**src/rtl/gen3_scrambler_ctrl_if.sv**
```systemverilog
// gen3_scrambler_ctrl_if
//   Word-level bus between the lane datapath and the 128b/130b scrambler
//   sequencer. The master drives the incoming word, sync header and LFSR
//   keystream. The slave returns the LFSR controls, the lane seed and the
//   registered (de)scrambled word with its side-band.
//   Optional: SCRAMBLER_BYPASS_EN adds scr_bypass (master -> slave).
interface gen3_scrambler_ctrl_if;
  logic        blk_start;
  logic        data_valid;
  logic [1:0]  sync_hdr;
  logic [15:0] data_in;
  logic [15:0] lfsr_data;
  logic        lfsr_advance;
  logic        lfsr_load;
  logic [23:0] seed_value;
  logic [15:0] data_out;
  logic        data_out_valid;
  logic        blk_start_out;
  logic [1:0]  sync_hdr_out;
  logic        hdr_err;
  logic        align_err;
`ifdef SCRAMBLER_BYPASS_EN
  logic        scr_bypass;
`endif

  modport master (
`ifdef SCRAMBLER_BYPASS_EN
    output scr_bypass,
`endif
    output blk_start, data_valid, sync_hdr, data_in, lfsr_data,
    input  lfsr_advance, lfsr_load, seed_value, data_out, data_out_valid,
           blk_start_out, sync_hdr_out, hdr_err, align_err
  );

  modport slave (
`ifdef SCRAMBLER_BYPASS_EN
    input  scr_bypass,
`endif
    input  blk_start, data_valid, sync_hdr, data_in, lfsr_data,
    output lfsr_advance, lfsr_load, seed_value, data_out, data_out_valid,
           blk_start_out, sync_hdr_out, hdr_err, align_err
  );
endinterface

```
**src/rtl/gen3_scrambler_ctrl.sv**
```systemverilog
// gen3_scrambler_ctrl
//   Per-lane sequencer for the 8GT/s 128b/130b scrambler, 16-bit word path,
//   8 words per block. Classifies each block from its sync header and symbol 0,
//   drives the external 23-bit LFSR (advance / seed reload) and XORs the
//   payload with the keystream. One pclk of latency to data_out.
// Ports
//   pclk, reset_n  clock, asynchronous active-low reset
//   bus (slave)    blk_start/data_valid/sync_hdr/data_in/lfsr_data in;
//                  lfsr_advance/lfsr_load (combinational), seed_value
//                  (constant), data_out/data_out_valid/blk_start_out/
//                  sync_hdr_out/hdr_err/align_err (registered) out.
//   hdr_err and align_err are registered alongside the offending word, so
//   they line up with it on data_out.
// Configuration
//   SCRAMBLER_BYPASS_EN: scr_bypass=1 forces data_out=data_in while the
//   LFSR sequencing stays unchanged.
module gen3_scrambler_ctrl #(
  parameter int LANE      = 0,
  parameter int SKP_WORDS = 8
) (
  input logic                  pclk,
  input logic                  reset_n,
  gen3_scrambler_ctrl_if.slave bus
);
  localparam int BLK_WORDS = 8;
  localparam int MAX_WORDS = (SKP_WORDS > BLK_WORDS) ? SKP_WORDS : BLK_WORDS;
  localparam int CW        = $clog2(MAX_WORDS);

  typedef enum logic [2:0] {S_IDLE, S_DATA, S_OS, S_SKP, S_EIEOS, S_BAD} state_t;

  function automatic logic [23:0] lane_seed(input int l);
    case (l % 8)
      0:       return 24'h1DBFBC;
      1:       return 24'h0607BB;
      2:       return 24'h1EC760;
      3:       return 24'h18C0DB;
      4:       return 24'h010F12;
      5:       return 24'h19CFC9;
      6:       return 24'h0277CE;
      default: return 24'h1BB807;
    endcase
  endfunction

  state_t        state, state_nx, cls, cur;
  logic [CW-1:0] word_cnt, cnt_nx, idx, last_idx;
  logic          new_blk, last;
  logic [15:0]   mask, key_mask;
  logic          advance, load, hdr_err_nx, align_err_nx;

  assign bus.seed_value = lane_seed(LANE);

  // Block type as seen on word 0
  always_comb begin
    cls = S_BAD;
    case (bus.sync_hdr)
      2'b10: cls = S_DATA;
      2'b01: begin
        if (bus.data_in[7:0] == 8'h00)      cls = S_EIEOS;
        else if (bus.data_in[7:0] == 8'hAA) cls = S_SKP;
        else                                cls = S_OS;
      end
      default: cls = S_BAD;
    endcase
  end

  // A blk_start always restarts at word 0, abandoning whatever was running
  assign new_blk  = bus.data_valid & bus.blk_start;
  assign cur      = new_blk ? cls : state;
  assign idx      = new_blk ? '0 : word_cnt;
  assign last_idx = (cur == S_SKP) ? CW'(SKP_WORDS - 1) : CW'(BLK_WORDS - 1);
  assign last     = (idx == last_idx);

  // State register
  always_ff @(posedge pclk or negedge reset_n) begin
    if (!reset_n) begin
      state    <= S_IDLE;
      word_cnt <= '0;
    end else begin
      state    <= state_nx;
      word_cnt <= cnt_nx;
    end
  end

  // Next state: only valid words move the sequencer
  always_comb begin
    state_nx = state;
    cnt_nx   = word_cnt;
    if (bus.data_valid) begin
      if (cur == S_IDLE || last) begin
        state_nx = S_IDLE;
        cnt_nx   = '0;
      end else begin
        state_nx = cur;
        cnt_nx   = idx + CW'(1);
      end
    end
  end

  // Outputs for the current word
  always_comb begin
    mask         = '0;
    advance      = 1'b0;
    load         = 1'b0;
    hdr_err_nx   = 1'b0;
    align_err_nx = 1'b0;
    if (bus.data_valid) begin
      case (cur)
        S_DATA: begin
          mask    = 16'hFFFF;
          advance = 1'b1;
        end
        S_OS: begin
          // symbol 0 of an ordered set identifies it and stays in clear
          mask    = (idx == '0) ? 16'hFF00 : 16'hFFFF;
          advance = 1'b1;
        end
        S_EIEOS: load = last;
        default: ;
      endcase
      hdr_err_nx   = new_blk && (cls == S_BAD);
      align_err_nx = new_blk && (word_cnt != '0);
    end
  end

`ifdef SCRAMBLER_BYPASS_EN
  assign key_mask = bus.scr_bypass ? 16'h0000 : mask;
`else
  assign key_mask = mask;
`endif

  // Gated so the LFSR sees no strobes while reset is held
  assign bus.lfsr_advance = advance & reset_n;
  assign bus.lfsr_load    = load & reset_n;

  always_ff @(posedge pclk or negedge reset_n) begin
    if (!reset_n) begin
      bus.data_out       <= '0;
      bus.data_out_valid <= 1'b0;
      bus.blk_start_out  <= 1'b0;
      bus.sync_hdr_out   <= '0;
      bus.hdr_err        <= 1'b0;
      bus.align_err      <= 1'b0;
    end else begin
      bus.data_out_valid <= bus.data_valid;
      bus.blk_start_out  <= new_blk;
      bus.hdr_err        <= hdr_err_nx;
      bus.align_err      <= align_err_nx;
      if (bus.data_valid) begin
        bus.data_out     <= bus.data_in ^ (bus.lfsr_data & key_mask);
        bus.sync_hdr_out <= bus.sync_hdr;
      end
    end
  end
endmodule
```
**src/flat_wrapper.sv**
```systemverilog
// flat-port wrapper written by rule: the top's interface ports become plain ports
module gen3_scrambler_ctrl_flat 
#(
  parameter int LANE      = 0,
  parameter int SKP_WORDS = 8
)
  (pclk, reset_n, bus_blk_start, bus_data_valid, bus_sync_hdr, bus_data_in, bus_lfsr_data, bus_lfsr_advance, bus_lfsr_load, bus_seed_value, bus_data_out, bus_data_out_valid, bus_blk_start_out, bus_sync_hdr_out, bus_hdr_err, bus_align_err);
  gen3_scrambler_ctrl_if bus_i ();
  input logic pclk;
  input logic reset_n;
  input wire logic [$bits(bus_i.blk_start)-1:0] bus_blk_start;
  input wire logic [$bits(bus_i.data_valid)-1:0] bus_data_valid;
  input wire logic [$bits(bus_i.sync_hdr)-1:0] bus_sync_hdr;
  input wire logic [$bits(bus_i.data_in)-1:0] bus_data_in;
  input wire logic [$bits(bus_i.lfsr_data)-1:0] bus_lfsr_data;
  output wire logic [$bits(bus_i.lfsr_advance)-1:0] bus_lfsr_advance;
  output wire logic [$bits(bus_i.lfsr_load)-1:0] bus_lfsr_load;
  output wire logic [$bits(bus_i.seed_value)-1:0] bus_seed_value;
  output wire logic [$bits(bus_i.data_out)-1:0] bus_data_out;
  output wire logic [$bits(bus_i.data_out_valid)-1:0] bus_data_out_valid;
  output wire logic [$bits(bus_i.blk_start_out)-1:0] bus_blk_start_out;
  output wire logic [$bits(bus_i.sync_hdr_out)-1:0] bus_sync_hdr_out;
  output wire logic [$bits(bus_i.hdr_err)-1:0] bus_hdr_err;
  output wire logic [$bits(bus_i.align_err)-1:0] bus_align_err;
  assign bus_i.blk_start = bus_blk_start;
  assign bus_i.data_valid = bus_data_valid;
  assign bus_i.sync_hdr = bus_sync_hdr;
  assign bus_i.data_in = bus_data_in;
  assign bus_i.lfsr_data = bus_lfsr_data;
  assign bus_lfsr_advance = bus_i.lfsr_advance;
  assign bus_lfsr_load = bus_i.lfsr_load;
  assign bus_seed_value = bus_i.seed_value;
  assign bus_data_out = bus_i.data_out;
  assign bus_data_out_valid = bus_i.data_out_valid;
  assign bus_blk_start_out = bus_i.blk_start_out;
  assign bus_sync_hdr_out = bus_i.sync_hdr_out;
  assign bus_hdr_err = bus_i.hdr_err;
  assign bus_align_err = bus_i.align_err;
  gen3_scrambler_ctrl #(.LANE(LANE), .SKP_WORDS(SKP_WORDS)) u_core (.pclk(pclk), .reset_n(reset_n), .bus(bus_i));
endmodule
```
**config.mk**
```make
export PLATFORM = sky130hd
export DESIGN_NAME = gen3_scrambler_ctrl_flat
export DESIGN_NICKNAME = d
export VERILOG_FILES = /design/src/rtl/gen3_scrambler_ctrl_if.sv /design/src/rtl/gen3_scrambler_ctrl.sv /design/src/flat_wrapper.sv
export SDC_FILE = /design/constraint.sdc
export NUM_CORES = 1
export LEC_CHECK = 0
export ABC_AREA = 1
export CAP_MARGIN = 20
export CORE_MARGIN = 2
export CORE_UTILIZATION = 40
export CTS_CLUSTER_DIAMETER = 40
export DETAILED_ROUTE_END_ITERATION = 10
export DONT_BUFFER_PORTS = 1
export PLACE_DENSITY = 0.65
export SETUP_SLACK_MARGIN = 0.4
export SLEW_MARGIN = 25
export SYNTH_ARGS = -nofsm -noshare
export SYNTH_HDL_FRONTEND = slang
export SYNTH_SLANG_ARGS = --single-unit
```
**constraint.sdc**
```tcl
create_clock -name pclk -period 2.2 [get_ports pclk]
set_input_delay 0.44 -clock pclk [delete_from_list [all_inputs] [get_ports pclk]]
set_output_delay 0.44 -clock pclk [all_outputs]
set_load 0.005 [all_outputs]
```
=== After elaboration in Yosys (flattened, before gate mapping) ===
Cells that the tools add are included.

* Register bits after elaboration: 28
* Output and inout port bits: 48
* Word-level logic and storage cells: 46

* $add $sub $neg: 1
* Equality and inequality tests: 8
* Multiplexer cells: 16
* Bitwise operators: 5
* Reduce and logical (&&, ||, !) cells: 8

{| class="wikitable"
|+ Operator list
! operator !! number
|-
| one-hot mux 16 bit (2 select lines) || 1
|-
| bitwise AND 16 bit || 1
|-
| 2-to-1 mux 16 bit || 1
|-
| bitwise XOR 16 bit || 1
|-
| 2-to-1 mux 3 bit || 5
|-
| equality test 3 bit (second input constant) || 3
|-
| equality test 8 bit (second input constant) || 1
|-
| logical NOT 8 bit || 1
|-
| 2-to-1 mux 8 bit || 1
|-
| 2-to-1 mux 1 bit || 7
|-
| logical NOT 3 bit || 2
|-
| one-hot mux 3 bit (2 select lines) || 1
|-
| adder 3 x 1 -> 3 bit (second input constant) || 1
|-
| bitwise AND 1 bit || 3
|-
| equality test 3 x 1 -> 1 bit (second input constant) || 1
|-
| equality test 3 x 2 -> 1 bit (second input constant) || 1
|-
| nonzero test 3 bit || 1
|-
| equality test 2 x 1 -> 1 bit (second input constant) || 1
|-
| equality test 2 bit (second input constant) || 1
|-
| logical AND 1 bit || 2
|-
| OR reduction 2 bit || 1
|-
| logical OR 1 bit || 1
|}

=== Logic depth before layout (Yosys ltp) ===
Gate-level depths: netlist (run 1).

* Depth after elaboration: 10
* Gate-level depth with buffers: 15
* Depth with buffers taken out: 14

=== Worst setup path before layout (run 1) ===
OpenSTA, ideal clock, no wires.

* Path kind: input to output
* Start point: in bus_sync_hdr[0]
* End point: out bus_lfsr_advance
* Arrival: 1.677 ns
* Required time: 1.760 ns
* Slack: 0.083 ns
* Stages: 12
* Buffers on the path: 1
* Cells stage by stage: inv_1 > ha_1 > nor2_4 > nand3_2 > nand2_2 > inv_2 > nor2_4 > nand2_1 > nand2_4 > buf_6 > nand2_1 > nor2_1

* Word-level cells in the longest chain between the ends: 8

{| class="wikitable"
|+ RTL lines
! what !! RTL line !! text
|-
| from (decl) || flat_wrapper.sv:13 || <nowiki>input wire logic [$bits(bus_i.sync_hdr)-1:0] bus_sync_hdr;</nowiki>
|-
| equality test 2 x 1 -> 1 bit / equality test 2 bit (equally long branches) || gen3_scrambler_ctrl.sv:55 || <nowiki>case (bus.sync_hdr)</nowiki>
|-
| one-hot mux 3 bit (2 select lines) (*) || gen3_scrambler_ctrl.sv:55 ||
|-
| 2-to-1 mux 3 bit (*) || gen3_scrambler_ctrl.sv:68 || <nowiki>assign cur = new_blk ? cls : state;</nowiki>
|-
| equality test 3 x 1 -> 1 bit / equality test 3 x 2 -> 1 bit (equally long branches) || gen3_scrambler_ctrl.sv:107 || <nowiki>case (cur)</nowiki>
|-
| OR reduction 2 bit (no line) (*) || - ||
|-
| 2-to-1 mux 1 bit (*) || gen3_scrambler_ctrl.sv:107 ||
|-
| 2-to-1 mux 1 bit (*) || gen3_scrambler_ctrl.sv:106 || <nowiki>if (bus.data_valid) begin</nowiki>
|-
| bitwise AND 1 bit (*) || gen3_scrambler_ctrl.sv:132 || <nowiki>assign bus.lfsr_advance = advance & reset_n;</nowiki>
|-
| to (decl) || flat_wrapper.sv:16 || <nowiki>output wire logic [$bits(bus_i.lfsr_advance)-1:0] bus_lfsr_advance;</nowiki>
|}

Mark *: on every way between the ends. The rest lies on a longest branch, timed or not.

=== Worst setup path after layout (run 1) ===
* Start point: in bus_sync_hdr[1]
* End point: out bus_lfsr_advance

Same word-level chain as after synthesis.

==> results of run 1 <==
## worst min path at each step
| stage | start | endpoint | slack, ps | depth (start not counted) |
|---|---|---|---|---|
| CTS | bus_data_valid | u_core.bus.data_out_valid | 170 | 0 |
| global route | bus_data_valid | u_core.bus.data_out_valid | 160 | 0 |
| detailed placement | reset_n | u_core.bus.data_out[2] | 150 | 0 |
| floorplan | reset_n | u_core.bus.align_err | 140 | 0 |
| global placement | reset_n | u_core.bus.data_out[2] | 140 | 0 |
| finish | bus_data_valid | u_core.bus.data_out_valid | 190 | 0 |
## synthesized netlist by cell type
| cell type | number |
|---|---|
| a21oi_1 | 6 |
| a21oi_2 | 2 |
| a31oi_1 | 1 |
| buf_2 | 1 |
| buf_4 | 24 |
| buf_6 | 3 |
| buf_8 | 1 |
| clkbuf_1 | 3 |
| clkbuf_8 | 1 |
| conb_1 | 2 |
| dfrtp_1 | 28 |
| ha_1 | 5 |
| inv_1 | 21 |
| inv_2 | 4 |
| nand2_1 | 60 |
| nand2_2 | 4 |
| nand2_4 | 4 |
| nand3_1 | 29 |
| nand3_2 | 2 |
| nand4_1 | 11 |
| nor2_1 | 13 |
| nor2_2 | 1 |
| nor2_4 | 2 |
| nor3_1 | 1 |
| o21ai_0 | 6 |
| o21ai_1 | 8 |
| o31ai_1 | 2 |
## registers in the layout, summed over array words and instances (netlist names)
signal                     cells
u_core.bus.align_err           1
u_core.bus.blk_start_out       1
u_core.bus.data_out           16
u_core.bus.data_out_valid      1
u_core.bus.hdr_err             1
u_core.bus.sync_hdr_out        2
u_core.state                   3
u_core.word_cnt                3
## final cells by class
type	instances	area, um2	area share (%)
multi-input combinational	182	1020	48.4
clock buffer	3	41.3	1.96
clock inverter	1	30.0	1.43
timing repair buffer	18	150	7.13
sequential	28	701	33.3
tap	52	65.1	3.09
inverter	25	98.8	4.69
## logic make-up (layout without fill, tap and decap cells)
family | Yosys count | after routing | synth area share (%)
buffers and inverters | 58 | 47 | 18.8
adders and majority gates | 5 | 5 | 3.34
other | 2 | 24 | 0.401
and+or+nand+nor | 127 | 128 | 32.6
AOI/OAI and AO/OA | 25 | 25 | 7.41
DFF | 28 | 28 | 37.4
## stage by stage
stage	std cells	worst slack [ps]	hold slack, ps	instance area, um2
floorplan	267	245	144	1990
global placement	288	289	145	1810
detailed placement	288	283	145	1810
CTS	304	327	171	2020
global route	309	219	156	2110
finish	309	324	185	2110
## critical path, delay by kind of cell
| kind | cells | cell delay [ps] |
|---|---|---|
| simple gates | 8 | 700 |
| buf+inv | 1 | 60 |
| fa+ha+maj | 1 | 230 |
## repair_timing
item | 4_1_cts | 5_1_grt
endpoints found under the hold margin | 28 | 0
hold buffers | 2 | 0
pin swaps | 11 | 11
cloned | 0 | 1
resized for setup | 12 | 11
endpoints found under the setup margin | 2 | 10
setup buffers | 10 | 4
## routing by layer
layer	vias up	track usage (%)
li1	765	-
met5	-	0
met2	75	24.5
met1	712	19.3
met3	2	5.69
met4	0	3.29
## power by group through the flow
| stage | Sequential, mW | Combinational, mW | Clock, mW |
|---|---|---|---|
| after CTS | 0.623 | 0.345 | 0.427 |
| after detailed placement | 0.630 | 0.271 | 0 |
| final | 0.622 | 0.400 | 0.412 |
| after floorplan | 0.619 | 0.286 | 0 |
| after global placement | 0.631 | 0.265 | 0 |
| after global routing | 0.630 | 0.450 | 0.447 |
==> results.py, run 1 <==
metrics = {
    "power": {
        "max-vdd-ir-drop_mv": 0.377,
        "seq_power_share_pct": 43.4,
        "clock_power_share_pct": 28.7,
        "power.leakage_nw": 1.03,
        "p_per_area_nw_per_um2": 681,
        "switchingPower_mw": 0.441,
        "total_power_mw": 1.43,
        "power_frac_comb_pct": 27.9,
        "switching_share_pct": 30.8,
        "power.internal_mw": 0.993,
    },
    "floorplanning": {
        "die_width_um": 72.5,
        "core_um2": 4440,
        "die-area_um2": 5250,
        "ios": 86,
        "start_util_pct": 42.2,
        "die_y_um": 72.5,
        "row_count": 24,
    },
    "layout": {
        "layout_commonest_cell": "nand2_1",
        "fin_nets": 301,
        "layout_common_cells": "57 x nand2_1, 29 x nand3_1, 28 x dfrtp_1, 24 x conb_1",
        "syn_to_final_growth_pct": 12.3,
        "fillers": 452,
        "drive_above_1_share_pct": 23.3,
        "final_util_pct": 47.4,
        "antenna_cells": 0,
    },
    "sta": {
        "rsz0062_at_grt": "true",
        "timing.setup.tns_ps": 0,
        "clock.fmax_ghz": 0.533,
        "finalSetupViolCount": 0,
        "timing.final.crit_share_pct": 85.3,
        "period_needed_ps": 1880,
        "drv_slew": 0,
        "hold_violations": 0,
        "finClkSkew_ps": 4.05,
        "relSlewSlack_pct": 60.1,
        "tightest_slew_ps": 598,
    },
    "grt": {
        "grt_max_degree": 45,
        "antenna_found_initial": 0,
        "overflow": 0,
        "grt_pass1_vias": 1365,
        "grt_pass1_wl_um": 6250,
        "track_usage_pct": 15.1,
    },
    "logic_synthesis": {
        "netlist.area_leader.share_pct": 37.4,
        "ys_top_cells_by_area": "dfrtp_1 37%, nand2_1 12%, buf_4 9.6%",
        "ys_seq_area_share_pct": 37.4,
        "synth-seq-cells": 28,
        "yosys_warnings": 0,
        "yosys.area.top_type": "dfrtp_1",
        "avgSynthCellArea_um2": 7.65,
        "syn_area_um2": 1870,
        "synth_cell_types": 27,
        "synthCells": 245,
    },
    "worst_setup_path": {
        "crit_path_top_delay_cell": "ha_4",
        "cp_max_fo": 3,
        "worstPathCellList": "ha_4 -> nor2_4 -> nand3_2 -> nand2_4 -> inv_2 -> nor2_4 -> nand2_2 -> nand2_4 -> nand2_1 -> nor2_2",
        "startpoint": "bus_sync_hdr[1]",
        "critPathLaunchType": "primary input",
        "r2r_start": "u_core.word_cnt[0]",
        "required_ps": 1760,
        "rr_endpoint": "u_core.bus.data_out[0]",
        "worstSetupEndpoint": "bus_lfsr_advance",
        "worstRegToRegCells": 14,
        "ff2ff_setup_slack_ps": 510,
        "path_class": "primary input to primary output",
        "max_stage_delay_ps": 230,
        "crit_arrival_ps": 1440,
        "endpoint_kind": "primary output",
    },
    "clock_network": {
        "cts_root_buf": "clkbuf_8",
        "clkSinkCount": 28,
        "cts_tree": "yes",
        "clk_pin_slew_ps": 100,
        "htree_levels": 1,
        "numCtsBuffers": 3,
        "clockBufferDepth": 2,
        "clkLatencyLatePin_ps": 280,
    },
    "routing": {
        "wire_per_inst_um": 13.5,
        "wl_met3_um": 390,
        "drc_errors": 0,
        "vias_per_cell": 5.03,
        "drt_iter0_markers": 88,
        "routed_wl_um": 4180,
        "vias": 1554,
        "wirelength_met1_um": 1780,
        "ant_nets": 0,
        "routed.top_layer": "met4",
        "wl_met2_um": 1980,
        "dr.pass1.iters": 4,
    },
    "placed_design": {
        "gp_congestion": 0.747,
        "place_hpwl_um": 2710,
        "port-buffer-count": 0,
    },
    "outcome": {
        "status": "finished clean",
    },
    "flow_run": {
        "cap_violations": 0,
    },
    "min_path": {
        "hold_class": "primary input to register",
    },
}
(Power assumes the default switching activity.)
==> run 2: changes to the inputs <==
Settings changed: CORE_ASPECT_RATIO set to 1.2.
==> run 2 against run 1 <==
Against the previous run:
- sequential power hardly changed
- final area is 3.0% lower
- count of clock-buffer cells in the layout stayed put
- core utilization is 2.6 points lower
- register-to-register slack better by 120 ps
- via count is 3.7% lower
- power is 12% lower
- global-route usage is 0.11 points lower
- setup slack better by 20 ps
- die area hardly changed
- flip-flop and latch count stayed put
- critical path depth is 5 lower
- largest power group unchanged
- highest routed layer unchanged
==> results.py, run 2 (same netlist as run 1, synthesis figures left out) <==
metrics = {
    "sta": {
        "period_needed_ps": 1860,
        "finalSetupViolCount": 0,
        "hold_violations": 0,
        "drv_slew": 0,
        "timing.final.crit_share_pct": 84.3,
        "clock.fmax_ghz": 0.539,
        "rsz0062_at_grt": "true",
        "finClkSkew_ps": 2.89,
        "timing.setup.tns_ps": 0,
    },
    "routing": {
        "ant_nets": 0,
        "wire_per_inst_um": 13.2,
        "vias_per_cell": 4.86,
        "drt_iter0_markers": 87,
        "drc_errors": 0,
        "routed.top_layer": "met4",
        "dr.pass1.iters": 4,
        "wl_met3_um": 367,
        "wl_met2_um": 1980,
        "wirelength_met1_um": 1660,
        "routed_wl_um": 4050,
        "vias": 1497,
    },
    "floorplanning": {
        "die_width_um": 66.5,
        "die_y_um": 79.0,
        "ios": 86,
        "start_util_pct": 41.1,
        "die-area_um2": 5250,
        "row_count": 27,
        "core_um2": 4560,
    },
    "clock_network": {
        "clk_pin_slew_ps": 90,
        "htree_levels": 1,
        "clockBufferDepth": 2,
        "cts_root_buf": "clkbuf_8",
        "numCtsBuffers": 3,
        "clkLatencyLatePin_ps": 280,
        "clkSinkCount": 28,
        "cts_tree": "yes",
    },
    "worst_setup_path": {
        "crit_path_top_delay_cell": "dfrtp_1",
        "cp_num_buf_inv": 1,
        "cp_max_fo": 4,
        "worstPathCellList": "inv_1 -> nor2_1 -> ha_4 -> nand4_1 -> nor3_2",
        "ff2ff_setup_slack_ps": 630,
        "r2r_start": "u_core.word_cnt[1]",
        "startpoint": "u_core.word_cnt[2]",
        "critPathTopFamily": "simple AND/OR/NAND/NOR gates",
        "crit_arrival_ps": 1420,
        "max_stage_delay_ps": 330,
        "path_class": "register to primary output",
        "required_ps": 1760,
        "critPathLaunchType": "register",
        "endpoint_kind": "primary output",
    },
    "min_path": {
        "worstHoldStart": "bus_data_valid",
        "hold_class": "primary input to register",
    },
    "layout": {
        "reg_top3": "u_core.bus.data_out (16), u_core.state (3), u_core.word_cnt (3)",
        "antenna_cells": 0,
        "fillers": 481,
        "regMostFlops": "u_core.bus.data_out",
        "final_cells": 308,
        "layout_commonest_cell": "nand2_1",
        "largest_reg_flops": 16,
        "syn_to_final_growth_pct": 8.95,
        "fin_nets": 295,
        "seq_area_um2": 701,
        "drive_above_1_share_pct": 21.6,
        "layout_common_cells": "57 x nand2_1, 29 x nand3_1, 28 x dfrtp_1, 24 x conb_1, 14 x inv_1",
        "multi_input_area_um2": 1010,
    },
    "placed_design": {
        "place_hpwl_um": 2720,
        "dp_cells": 294,
        "gp_congestion": 0.871,
        "port-buffer-count": 0,
    },
    "grt": {
        "track_usage_pct": 15.0,
        "antenna_found_initial": 0,
        "grt_pass1_vias": 1411,
        "overflow": 0,
        "grt_max_degree": 45,
        "grt_pass1_wl_um": 6140,
    },
    "flow_run": {
        "cap_violations": 0,
    },
    "power": {
        "power.leakage_nw": 0.987,
        "max-vdd-ir-drop_mv": 0.283,
        "p_per_area_nw_per_um2": 618,
    },
    "outcome": {
        "status": "finished clean",
    },
}
-- run 2: cell count changes in the layout (fill, tap and decap cells not counted), sizes merged --
cell | before | now
buf | 17 | 12
bufinv | 1 | 0
nand2 | 69 | 68
-- run 2: metrics by stage --
stage | power (mW) | setup slack, ps | instance area [um2] | hold WS, ps | util, %
after floorplan | 0.905 | 245 | 1990 | 144 | -
after global placement | 0.896 | 287 | 1820 | 145 | 39.9
after detailed placement | 0.903 | 285 | 1820 | 145 | 39.9
after CTS | 1.21 | 320 | 1900 | 178 | 41.8
after global routing | 1.36 | 260 | 2040 | 163 | 44.8
final | 1.26 | 345 | 2040 | 182 | 44.8
-- run 2: routing by layer --
| metal | GRT usage [%] | up-vias |
|---|---|---|
| li1 | - | 751 |
| met1 | 18.1 | 680 |
| met2 | 25.4 | 61 |
| met3 | 4.11 | 5 |
| met4 | 4.90 | 0 |
| met5 | 0 | - |
-- run 2: path summary, 6_finish.rpt --
| kind | end | depth (start not counted) |
|---|---|---|
| worst max-delay path | bus_lfsr_load | 5 |
| worst min-delay path | u_core.bus.data_out_valid | 0 |
| worst max register to register | u_core.bus.data_out[5] | 11 |
| worst min register to register | u_core.state[2] | 2 |
| max in group asynchronous | u_core.bus.data_out[13] | 2 |
| min in group asynchronous | u_core.bus.data_out[1] | 2 |
-- run 2: layout make-up --
cell class,count,share of cell area [%]
clock buffer,3,2.02
tap,58,3.55
multi-input combinational,181,49.6
inverter,25,4.96
sequential,28,34.3
timing repair buffer,13,5.51
-- run 2: where the power goes --
| part | leakage, nW | total (mW) | switching, mW | internal (mW) |
|---|---|---|---|---|
| combinational | 0.617 | 0.357 | 0.219 | 0.138 |
| clock | 0.0216 | 0.285 | 0.161 | 0.123 |
| sequential | 0.349 | 0.621 | 0.0426 | 0.578 |
-- run 2: timing repair --
action	in CTS	in global routing
hold buffers	2	0
cloned	0	0
endpoints found under the hold margin	28	0
pin swaps	2	20
endpoints found under the setup margin	2	2
setup buffers	0	9
resized for setup	5	21
